[config.mk]
export PLATFORM = sky130hd
export DESIGN_NAME = picomips_seq_decoder
export DESIGN_NICKNAME = d
export VERILOG_FILES = /design/src/rtl/picomips_seq_decoder.sv
export SDC_FILE = /design/constraint.sdc
export NUM_CORES = 1
export LEC_CHECK = 0
export CORE_MARGIN = 1
export CORE_UTILIZATION = 32
export DETAILED_ROUTE_END_ITERATION = 10
export GPL_ROUTABILITY_DRIVEN = 0
export HOLD_SLACK_MARGIN = 0.1
export PLACE_DENSITY_LB_ADDON = 0.08
export SYNTH_ARGS = -nofsm -noshare
export SYNTH_HDL_FRONTEND = slang
export SYNTH_SLANG_ARGS = --single-unit
[constraint.sdc]
create_clock -name clk -period 1.35 [get_ports clk]
set_input_delay 0.405 -clock clk [delete_from_list [all_inputs] [get_ports clk]]
set_output_delay 0.405 -clock clk [all_outputs]
set_load 0.05 [all_outputs]
[src/rtl/picomips_seq_decoder.sv]
// Sequential picoMIPS instruction decoder: field decode, debounced switch wait,
// multi-cycle multiply stall and PC hold control for the datapath.
module picomips_seq_decoder #(
    parameter int n        = 8,
    parameter int Isize    = n + 8,
    parameter int NREG     = 4,
    parameter int MULLAT   = 2,
    parameter int SWSYNC   = 2,
    parameter int DEBOUNCE = 4,
    localparam int RA      = (NREG > 2) ? $clog2(NREG) : 1
) (
    input  logic             clk,
    input  logic             nReset,
    input  logic [Isize-1:0] I,
    input  logic             SW8,
    output logic [n-1:0]     imm,
    output logic             PCHold,
    output logic             SelSW,
    output logic             SelImm,
    output logic             SelReg,
    output logic             UseMul,
    output logic             AccEn,
    output logic             AccRes,
    output logic             RegEn,
    output logic [RA-1:0]    RegAddr,
    output logic             Busy
);

    localparam int DW = (DEBOUNCE > 1) ? $clog2(DEBOUNCE) : 1;
    localparam int MW = (MULLAT > 1) ? $clog2(MULLAT) : 1;
    localparam logic [DW-1:0] DB_MAX   = DW'(DEBOUNCE - 1);
    localparam logic [MW-1:0] MUL_LOAD = MW'((MULLAT > 0) ? MULLAT - 1 : 0);

    typedef enum logic [1:0] {
        ST_SETTLE = 2'd0,
        ST_RUN    = 2'd1,
        ST_MULW   = 2'd2
    } state_t;

    logic [7:0]        op;
    logic [SWSYNC-1:0] sync_q;
    logic              sw_s;
    logic              sw_prev_q;
    logic [DW-1:0]     db_cnt_q, db_cnt_d;
    logic              sw_valid_q, sw_valid_d;
    state_t            state_q, state_d;
    logic [MW-1:0]     mcnt_q, mcnt_d;
    logic              wait_c;
    logic              mul_c;

    assign op      = I[Isize-1:n];
    assign imm     = I[n-1:0];
    assign SelSW   = op[5];
    assign SelImm  = op[4];
    assign SelReg  = op[3];
    assign UseMul  = op[2];
    assign RegAddr = I[RA:1];
    assign Busy    = (state_q != ST_RUN);

    assign sw_s = sync_q[SWSYNC-1];

    always_ff @(posedge clk or negedge nReset) begin
        if (!nReset) begin
            sync_q     <= '0;
            sw_prev_q  <= 1'b0;
            db_cnt_q   <= '0;
            sw_valid_q <= 1'b0;
        end else begin
            sync_q     <= {sync_q[SWSYNC-2:0], SW8};
            sw_prev_q  <= sw_s;
            db_cnt_q   <= db_cnt_d;
            sw_valid_q <= sw_valid_d;
        end
    end

    // Any change in the synchronised level restarts the stability count.
    always_comb begin
        db_cnt_d   = db_cnt_q;
        sw_valid_d = sw_valid_q;
        if (sw_s != sw_prev_q) begin
            db_cnt_d = '0;
        end else begin
            if (db_cnt_q != DB_MAX) begin
                db_cnt_d = db_cnt_q + 1'b1;
            end
            if (db_cnt_d == DB_MAX) begin
                sw_valid_d = sw_s;
            end
        end
    end

    assign wait_c = op[6] && (sw_valid_q == imm[0]);
    assign mul_c  = op[2] && op[1] && (MULLAT > 0);

    always_ff @(posedge clk or negedge nReset) begin
        if (!nReset) begin
            state_q <= ST_SETTLE;
            mcnt_q  <= '0;
        end else begin
            state_q <= state_d;
            mcnt_q  <= mcnt_d;
        end
    end

    always_comb begin
        state_d = state_q;
        mcnt_d  = mcnt_q;
        PCHold  = 1'b1;
        AccEn   = 1'b0;
        AccRes  = 1'b0;
        RegEn   = 1'b0;
        case (state_q)
            ST_SETTLE: begin
                state_d = ST_RUN;
            end
            ST_RUN: begin
                // Switch wait outranks the multiply stall for the same instruction.
                if (wait_c) begin
                    state_d = ST_RUN;
                end else if (mul_c) begin
                    mcnt_d  = MUL_LOAD;
                    state_d = ST_MULW;
                end else begin
                    PCHold = 1'b0;
                    AccEn  = op[1];
                    AccRes = op[7];
                    RegEn  = op[0];
                end
            end
            ST_MULW: begin
                if (mcnt_q == '0) begin
                    PCHold  = 1'b0;
                    AccEn   = 1'b1;
                    AccRes  = op[7];
                    RegEn   = op[0];
                    state_d = ST_RUN;
                end else begin
                    mcnt_d = mcnt_q - 1'b1;
                end
            end
            default: begin
                state_d = ST_SETTLE;
            end
        endcase
    end

endmodule

### Word-level counts from Yosys, hierarchy flattened

Index checks and enable logic that the tools add are counted.

* flip-flop bits (word level): 9
* bits of input ports: 19

* add/subtract/negate cells: 2
* equal/unequal tests: 11
* multiplexer cells: 27
* bitwise operators: 1
* reduce and logical (&&, ||, !) cells: 7

Operators with widths (count)
* 1-bit 2-to-1 mux: 15
* 2-bit 2-to-1 mux: 6
* 1-bit one-hot mux with 2 select lines: 5
* 2-bit inequality test, second input constant: 4
* 2-bit one-hot mux with 3 select lines: 1
* 2-bit == test, second input constant: 2
* 2-bit AND reduction: 2
* 3-bit inequality test, second input constant: 1
* 3-bit AND reduction: 1
* 2-bit by 1-bit adder with 2-bit output, second input constant: 1
* 2-bit by 1-bit == test with 1-bit output, second input constant: 1
* 1-bit logical AND: 2
* 2-bit zero test: 1
* 2-bit by 1-bit inequality test with 1-bit output, second input constant: 1
* 2-bit nonzero test: 1
* 1-bit == test: 1
* 1-bit inequality test: 1
* 1-bit NOT: 1
* 1-bit subtractor, second input constant: 1

### Logic depth before layout (Yosys ltp)

* depth in word-level cells: 5
* depth in mapped cells: 6
* mapped depth without buffers: 6

### Least setup slack after synthesis

Ideal clock, no wire load.

* path type: register to output
* from: register state_q[1]
* to: output RegEn
* arrival: 1888 ps
* setup slack: -943 ps
* cell stages (with the launch flop): 7
* buffers on the path: 0
* cell sequence: dfrtp_1 inv_1 ha_1 inv_1 a21oi_4 a21oi_1 nor2_1

* longest elaborated chain between the ends: 2
* elaborated cells on any way between the ends: 3
* those cells by class: eq/ne: 2; mux: 1

RTL lines
* from (decl): RTL line 46 `state_t state_q, state_d;`
* from (signal assigned): RTL line 100 `state_q <= state_d;`
* 2-bit == test / 2-bit by 1-bit == test with 1-bit output (equally long branches): RTL line 112 `case (state_q)`
* 1-bit one-hot mux with 2 select lines (*): RTL line 112
* to (decl): RTL line 24 `output logic RegEn,`

Every way passes the cells marked *; elsewhere a longest branch is shown, timed or not.

### Worst setup path after layout

* from: register state_q[1]
* to: output AccEn

* longest elaborated chain between the ends: 2
* elaborated cells on any way between the ends: 3
* those cells by class: eq/ne: 2; mux: 1

RTL lines
* 2-bit == test / 2-bit by 1-bit == test with 1-bit output (equally long branches): RTL line 112
* 1-bit one-hot mux with 2 select lines (*): RTL line 112
* to (decl): RTL line 22 `output logic AccEn,`

Marks and branches as above.

==> metrics.txt <==
largest area contributor in the netlist dfrtp_1; TritonCTS clock tree built; Final Hold Viols 0; routed length per instance roughly 11 um; DRC errors left 0; Non-Filler Instances ~120; area occupied by multi-input gates between 300 and 400 um^2; Post-DP HPWL between 900 and 1000 um; VDD IR max around 1100 uV; Primary FF master, synth dfrtp_1; Seq. cell area between 200 and 250 um^2; Slew headroom roughly three quarters; CTS buffer count 3; number of buffers added on ports 15; critical path data required time 0.95 ns; Seq cells post-synth 9; share of post-route cells with drive strength above 1 a little over half; fin worst setup slack -0.5877 ns; Seq/Total Area, Yosys 36.51%; top post-synthesis cells by area dfrtp_1 (37%), buf_4 (17%), ha_1 (8.1%); Pleak between 0.4 and 0.5 nW; # rows 15; via-per-instance ratio ~4.5; grt total ovfl 0; critical path capture point type output port; Overall Global Routing Usage 13.43%; met2 Use GR a little over a fifth; Area Overhead vs Synth 72.41%; htree depth 1; cells after synthesis between 60 and 70; number of flops mapped to enable cells by yosys 0; Min Clock Period, post-route between 1.5 and 2 ns; hold_buf cts 0; Routed Antenna Nets 0; Post-Layout Inst Area between 1000 and 1500 um^2; CP Class flip-flop to output port; # setup viols final 7; first-pass GRT wire length between 1500 and 2000 um; DR pass1 iterations 6; Fill cells approximately 170; Netlist Area Pre-Place slightly above 600 um^2; # nets final ~120; # diodes 0; post-route clock period utilization 143.5%; largest net degree at the start of global routing 10; total die area ~2100 um^2; met1 GRT Util between 10% and 20%; Power Density 2127 nW/um^2; slew at the pin with the worst max-slew slack 0.3948 ns; maximum root-to-sink buffer count 2; max_cap viols 0; Worst Clk Skew 0.001128 ns; vias in the first global route 458; Via Count ~520; maximum fanout count along the critical path 3; DRT iter0 DRCs 13; startpoint types flip-flop; post-synth net total 90; Die W ~46 um; ys async rst share 100.0%; fmax a little over 500 MHz; Final Max Slew Viols 0; arrival time worst endpoint 1.53 ns; Hold WC Path Type flip-flop to flip-flop; setup TNS -2.735 ns; most common cell after layout, fill and taps aside buf_4; met3 usage ~3.2%; synthesized area per cell approximately 9.2 um^2; WHS around 0.36 ns; synth unique cells 21; Core ar. ~1800 um^2; I/O Pins 38; CTS Root Cell clkbuf_4; commonest cells after routing, fill and taps aside buf_4 (16), dfrtp_1 (8), buf_12 (7); Ys Warns 0; latest clock arrival within the worst-skew pair approximately 0.25 ns; status finished, violations left; Post-Place Cells about 110; initial antenna violation count 0; RSZ-0062 raised after global routing true; Placed Area ~940 um^2; clock sinks 9; Total Wirelength around 1300 um; top-area cell type share of the netlist area 36.51%; failing checks negative setup slack; Die Span Y between 40 and 50 um; R2R setup slack -0.24 ns; Worst-path clk slew 0.06 ns; initial core utilization 34.96%; most used routing layer met2
==> state kept, by name (all words and copies together) (netlist names) <==
signal,count
sw_valid_q,1
sw_prev_q,1
db_cnt_q,2
mcnt_q,1
state_q,2
sync_q,2
==> repair_timing <==
| action | 4_1_cts | 5_1_grt |
|---|---|---|
| pin swaps | 4 | 2 |
| resized for setup | 10 | 11 |
| setup endpoints to repair | 10 | 8 |
| setup buffers | 3 | 2 |
==> kinds of logic after synthesis <==
group / count (synthesis) / share of synthesized area, %
and+or+nand+nor: 17 / 12.58
AOI/OAI and AO/OA: 15 / 16.23
adders and majority gates: 4 / 8.114
DFF: 9 / 36.51
xor gates and xnor gates: 2 / 4.058
buffers and inverters: 19 / 20.08
muxes: 1 / 2.433
==> critical path, cell delays in order (launching register included) <==
cell and delay [ns]:
dfrtp_1 0.39, inv_2 0.08, ha_4 0.14, clkinvlp_4 0.09
a21oi_4 0.18, nand4b_1 0.17, nand2_4 0.10, buf_12 0.13
==> Yosys cell counts (all sizes together), types with 2 or more instances <==
master and n:
ha 4, inv 5, nand2 8, and2 2
dfrtp 9, a21oi 7, o21ai 4, nor2 4
buf 14
==> final timing paths <==
check | start | endpoint | cells after the start
min | sync_q[0] | sync_q[1] | 0
max | state_q[1] | AccEn | 7
max in group asynchronous | nReset | state_q[0] | 1
min reg2reg | sync_q[0] | sync_q[1] | 0
min in group asynchronous | nReset | sync_q[1] | 1
max reg2reg | sw_valid_q | state_q[0] | 6
==> metal layers <==
layer | wire length, um | up-vias
met5 | 0 | -
met4 | 27 | 0
met3 | 74 | 5
met2 | 684 | 20
met1 | 496 | 242
li1 | - | 256
==> metrics by stage <==
| step | power, mW | setup WS [ns] | util [%] |
|---|---|---|---|
| 3_3_place_gp | 1.824 | -0.7595 | 53.19 |
| 3_5_place_dp | 1.825 | -0.7791 | 53.19 |
| 4_1_cts | 2.139 | -0.6116 | 56.95 |
| 6_report | 2.262 | -0.5877 | 60.28 |
| 5_1_grt | 2.410 | -0.7031 | 60.28 |
| 2_1_floorplan | 1.274 | -0.5983 | - |
==> where the power goes <==
part | internal [mW] | leakage, nW | switching (mW) | total [mW]
clock | 0.113 | 0.0150 | 0.0852 | 0.199
sequential | 0.334 | 0.103 | 0.0564 | 0.390
combinational | 0.878 | 0.344 | 0.796 | 1.67
total | 1.33 | 0.462 | 0.937 | 2.26
==> area by class of cell <==
| class | instances | share of cell area [%] |
|---|---|---|
| sequential | 9 | 21.29 |
| multi-input combinational | 39 | 36.12 |
| clock buffer | 4 | 2.471 |
| inverter | 5 | 2.118 |
| timing repair buffer | 34 | 35.06 |
| tap | 25 | 2.941 |
No activity file was read; power rests on OpenSTA's default activity.
